**src/rtl/clk_div_prog.sv**
```systemverilog
// Runtime-programmable 50%-duty clock divider with edge strobes, busy-handshake divisor reload and drain-on-disable.
// Define CLK_DIV_QUAD_EN to add the 90-degree lagging clk_q output; otherwise clk_q is tied low.
module clk_div_prog #(
  parameter int          CNT_W   = 16,
  parameter int unsigned DIV_RST = 14706
) (
  input  logic             clk,
  input  logic             rst,
  input  logic             en,
  input  logic [CNT_W-1:0] div_in,
  input  logic             div_load,
  output logic             div_busy,
  output logic             clk_out,
  output logic             rise_tick,
  output logic             fall_tick,
  output logic             clk_q,
  output logic             running
);

  typedef enum logic [1:0] {IDLE, RUN, DRAIN} state_t;

  state_t           state, state_nxt;
  logic [CNT_W-1:0] cnt, cnt_nxt;
  logic [CNT_W-1:0] div_cur, div_pend;
  logic             clk_out_nxt, clk_q_nxt, rise_nxt, fall_nxt;
  logic             counting, draining, terminal, tgl, apply;

  // State register
  always_ff @(posedge clk or posedge rst) begin
    if (rst) state <= IDLE;
    else     state <= state_nxt;
  end

  // Next-state logic: leave DRAIN only once every output clock has settled low
  always_comb begin
    state_nxt = state;
    case (state)
      IDLE:    if (en) state_nxt = RUN;
      RUN:     if (!en) state_nxt = (clk_out_nxt || clk_q_nxt) ? DRAIN : IDLE;
      DRAIN:   if (!clk_out_nxt && !clk_q_nxt) state_nxt = IDLE;
      default: state_nxt = IDLE;
    endcase
  end

  // Output logic: counter advance and toggle decisions for the coming edge
  always_comb begin
    counting    = (state == DRAIN) || ((state == RUN) && (en || clk_out || clk_q));
    draining    = (state == DRAIN) || ((state == RUN) && !en);
    terminal    = (cnt == div_cur);
    tgl         = 1'b0;
    cnt_nxt     = '0;
    clk_out_nxt = 1'b0;
    clk_q_nxt   = 1'b0;
    rise_nxt    = 1'b0;
    fall_nxt    = 1'b0;
    if (counting) begin
      // While draining, a low clk_out must not be allowed to rise again
      tgl         = terminal && (!draining || clk_out);
      cnt_nxt     = terminal ? '0 : cnt + 1'b1;
      clk_out_nxt = clk_out ^ tgl;
      rise_nxt    = tgl & ~clk_out;
      fall_nxt    = tgl & clk_out;
`ifdef CLK_DIV_QUAD_EN
      clk_q_nxt   = clk_q ^ ((cnt == (div_cur >> 1)) && (clk_q != clk_out));
`endif
    end
  end

  // New divisor takes effect only on a full-period boundary, or right away when stopped
  assign apply = div_busy && (fall_nxt || (state == IDLE));

  always_ff @(posedge clk or posedge rst) begin
    if (rst) begin
      cnt       <= '0;
      div_cur   <= CNT_W'(DIV_RST);
      div_pend  <= '0;
      div_busy  <= 1'b0;
      clk_out   <= 1'b0;
      rise_tick <= 1'b0;
      fall_tick <= 1'b0;
      running   <= 1'b0;
    end else begin
      cnt       <= cnt_nxt;
      clk_out   <= clk_out_nxt;
      rise_tick <= rise_nxt;
      fall_tick <= fall_nxt;
      running   <= (state_nxt != IDLE);
      if (apply) div_cur <= div_pend;
      if (div_load) begin
        div_pend <= div_in;
        div_busy <= 1'b1;
      end else if (apply) begin
        div_busy <= 1'b0;
      end
    end
  end

`ifdef CLK_DIV_QUAD_EN
  always_ff @(posedge clk or posedge rst) begin
    if (rst) clk_q <= 1'b0;
    else     clk_q <= clk_q_nxt;
  end
`else
  assign clk_q = 1'b0;
`endif

endmodule
```
**config.mk**
```make
export PLATFORM = sky130hd
export DESIGN_NAME = clk_div_prog
export DESIGN_NICKNAME = d
export VERILOG_FILES = /design/src/rtl/clk_div_prog.sv
export SDC_FILE = /design/constraint.sdc
export NUM_CORES = 1
export LEC_CHECK = 0
export CORE_MARGIN = 1
export CORE_UTILIZATION = 56
export CTS_CLUSTER_DIAMETER = 30
export DETAILED_ROUTE_END_ITERATION = 16
export PLACE_DENSITY = 0.79
export SYNTH_ARGS = -nofsm -noshare
export SYNTH_HDL_FRONTEND = slang
export SYNTH_SLANG_ARGS = --single-unit
```
**constraint.sdc**
```tcl
create_clock -name clk -period 2.7 [get_ports clk]
set_clock_uncertainty 0.15 [all_clocks]
set_input_delay 0.405 -clock clk [delete_from_list [all_inputs] [get_ports clk]]
set_output_delay 0.405 -clock clk [all_outputs]
set_load 0.1 [all_outputs]
```
==> reports/metrics.cfg <==
[synthesis]
netlist_instances=195
netlist_top_cells_area=sky130_fd_sc_hd__dfrtp_1 48%, sky130_fd_sc_hd__mux2_2 13%, sky130_fd_sc_hd__dfstp_2 8.6%, sky130_fd_sc_hd__xnor2_1 8.2%, sky130_fd_sc_hd__nor2_1 3.5%
post-synth-top-area-fraction=0.479
synth.cell_area_mm2=0.00246
synth_seq_area_share=0.564
synth_seq_cells=55
netlist.top_cell.by_area=sky130_fd_sc_hd__dfrtp_1
synth_nets=217
synthDistinctLibCells=35
post_synth.cell_area_avg_um2=12.6
yosysWarnings=0

[detailed_routing]
detail_route.wirelength_um=4200
post-route-drc-count=0
antenna_left=0
drt-vias-per-instance=5.52
drt-pass1-iter-count=5
num_vias=1508
wire_per_inst_um=15.4
initialDrtViolationCount=113

[clock_tree]
tritoncts_clock_tree=done
clkLatencyLatePin_ns=0.31
ctsLongestPathBuffers=2
cts.reportedPaths.clkPinSlew_ns=0.09
cts_htree_levels=2
post-cts-setup-buffers=0
post_cts_hold_fix_bufs=0
cts_root_buf=sky130_fd_sc_hd__clkbuf_8
postCtsResizedCells=0
cts_num_sinks=55
cts_made_buffers=5

[critical_path]
worst-setup-path-type=reg2reg
worst_ep_required_time_ns=2.75
critical_path.startpoint_type=flop
cp.arrival_ns=2.44
setup.worst_path.end_class=flop
path_max_fanout=16
worst-r2r-cell-count=6

[cells_and_area]
drive_gt1_frac=0.269
area_growth_syn_to_layout_pct=15.0
final_design_area_no_fill_mm2=0.00283
mostFrequentLayoutCell=sky130_fd_sc_hd__dfrtp_1
most_frequent_cells_in_the_layout=47 x sky130_fd_sc_hd__dfrtp_1, 29 x sky130_fd_sc_hd__mux2_2, 23 x sky130_fd_sc_hd__nor2_1, 23 x sky130_fd_sc_hd__xnor2_1, 19 x sky130_fd_sc_hd__clkdlybuf4s50_1
n_antenna_cell=0
layout.nets=244

[pwr]
p_total_uw=1640
power.density_mw_per_mm2=582
ir_drop_uv=390
leakage_uw=0.00116

[sta]
fmaxAchievable_ghz=0.418
setup_tns_ns=0
timing.max_slew.rel_slack=0.531
timing.final.hold_violations=0
grt_setup_unrepaired=no
report.final.setup_viol=0
final.min_clock_period_ns=2.39
finalMaxSlewViolations=0
post-route-period-util=0.886
hold-worst-slack_ns=0.309
tightestPinTransition_ns=0.701

[placement]
place_area_mm2=0.00274
dp_hpwl_um=3120
numPortBuffers=24
gp_routability_congestion=0.801

[global_route]
global_route.overflow_total=0
grt_pass1_wl_um=7250
groute.usage.overall=0.217
number_of_antenna_violations_at_the_first_check_in_global_routing=0
first_global_vias=1540
grt_start_max_net_pins=56

[min_path]
hold_path_class=in2async

[job]
timing.max_cap.violations=0

[floorplanning]
floorplan.die.height_um=68.2
core_region_area_mm2=0.00412
overall_die_area_mm2=0.00466
start_util=0.597
boundaryPins=26
chipWidth_um=68.2
rows=23

[status]
status=complete, no violations

## cell usage after synthesis
cell                       count
sky130_fd_sc_hd__conb_1        1
sky130_fd_sc_hd__and2_1        1
sky130_fd_sc_hd__dfrtp_1      47
sky130_fd_sc_hd__nor2b_1       1
sky130_fd_sc_hd__nand2_1       5
sky130_fd_sc_hd__nor3_1        3
sky130_fd_sc_hd__nand3b_1      1
sky130_fd_sc_hd__ha_1          2
sky130_fd_sc_hd__a31oi_1       1
sky130_fd_sc_hd__dfstp_2       8
sky130_fd_sc_hd__mux2_4        3
sky130_fd_sc_hd__mux2_2       29
sky130_fd_sc_hd__mux2i_2       1
sky130_fd_sc_hd__or2_2         1
sky130_fd_sc_hd__a21oi_1       1
sky130_fd_sc_hd__nor2_1       23
sky130_fd_sc_hd__and3_2        1
sky130_fd_sc_hd__nand3_1       5
sky130_fd_sc_hd__and4_1        2
sky130_fd_sc_hd__buf_4         1
sky130_fd_sc_hd__buf_2         1
sky130_fd_sc_hd__o21ai_0       3
sky130_fd_sc_hd__o21bai_1      1
sky130_fd_sc_hd__nor4_4        1
sky130_fd_sc_hd__buf_1         1
sky130_fd_sc_hd__buf_6         1
sky130_fd_sc_hd__o21a_1        3
sky130_fd_sc_hd__clkbuf_1      2
sky130_fd_sc_hd__xor2_1        7
sky130_fd_sc_hd__nand4_1       5
sky130_fd_sc_hd__nand2b_1      3
sky130_fd_sc_hd__o22ai_1       1
sky130_fd_sc_hd__inv_1         5
sky130_fd_sc_hd__and4_2        1
sky130_fd_sc_hd__xnor2_1      23
## metrics by stage
step,worst slack (ns),std cells,utilization
2_1_floorplan,0.184,195,-
3_3_place_gp,0.405,265,0.666
3_5_place_dp,0.315,265,0.666
4_1_cts,0.288,273,0.687
5_1_grt,0.205,273,0.687
6_report,0.307,273,0.687
## layout make-up
class                      count  area, um^2
multi-input combinational    129        1020
inverter                       5        18.8
fill                         301        1290
clock inverter                 2        12.5
sequential                    55        1390
tap                           50        62.6
timing repair buffer          26         255
clock buffer                   6        72.6
## cell families after synthesis
| kind of cell | count (synthesis) | share of synthesized area |
|---|---|---|
| AND/OR/NAND/NOR | 53 | 0.113 |
| multiplexers | 33 | 0.157 |
| other | 1 | 0.00153 |
| AO/OA/AOI/OAI | 10 | 0.0255 |
| buffers and inverters | 11 | 0.0219 |
| adder cells (fa/ha/maj) | 2 | 0.0102 |
| flip-flops | 55 | 0.564 |
| XOR/XNOR | 30 | 0.107 |
## worst max-delay path, cell delays in order, from the launching register on
cell                      delay [ns]
sky130_fd_sc_hd__dfstp_2        0.55
sky130_fd_sc_hd__xnor2_1        0.13
sky130_fd_sc_hd__nand4_1        0.16
sky130_fd_sc_hd__nor4_4         0.41
sky130_fd_sc_hd__mux2i_2        0.25
sky130_fd_sc_hd__buf_4          0.27
sky130_fd_sc_hd__mux2_2         0.36
## path summary, 6_finish.rpt
path                                                 end  slack [ns]                     from
max in group asynchronous         div_cur[1]$_DFFE_PP1P_        1.81                      rst
min in group clk                 div_pend[8]$_DFFE_PP0P_        0.36  div_pend[8]$_DFFE_PP0P_
worst max register to register   div_cur[10]$_DFFE_PP0P_        0.31   div_cur[6]$_DFFE_PP1P_
worst min register to register   div_pend[8]$_DFFE_PP0P_        0.36  div_pend[8]$_DFFE_PP0P_
worst max-delay path             div_cur[10]$_DFFE_PP0P_        0.31   div_cur[6]$_DFFE_PP1P_
worst min-delay path            div_pend[14]$_DFFE_PP0P_        0.31                      rst
## flip-flops by register name (all words and copies together), names as in the netlist
name,count
rise_tick,1
clk_out,1
div_pend,16
state,2
running,1
div_cur,16
cnt,16
fall_tick,1
div_busy,1
## where the power goes
group / switching [uW] / internal (uW) / total [uW]
combinational: 97.6 / 136 / 234
sequential: 57.3 / 917 / 975
clock: 254 / 182 / 435
total: 409 / 1230 / 1640
## per-layer routing
metal  routed length [um]  up-vias  GRT usage
li1                     -      711          -
met1                 1950      756      0.272
met2                 2070       35      0.364
met3                  130        6     0.0550
met4                   57        0     0.0703
met5                    0        -          0
Note: power is estimated with default switching activity, not from simulation.
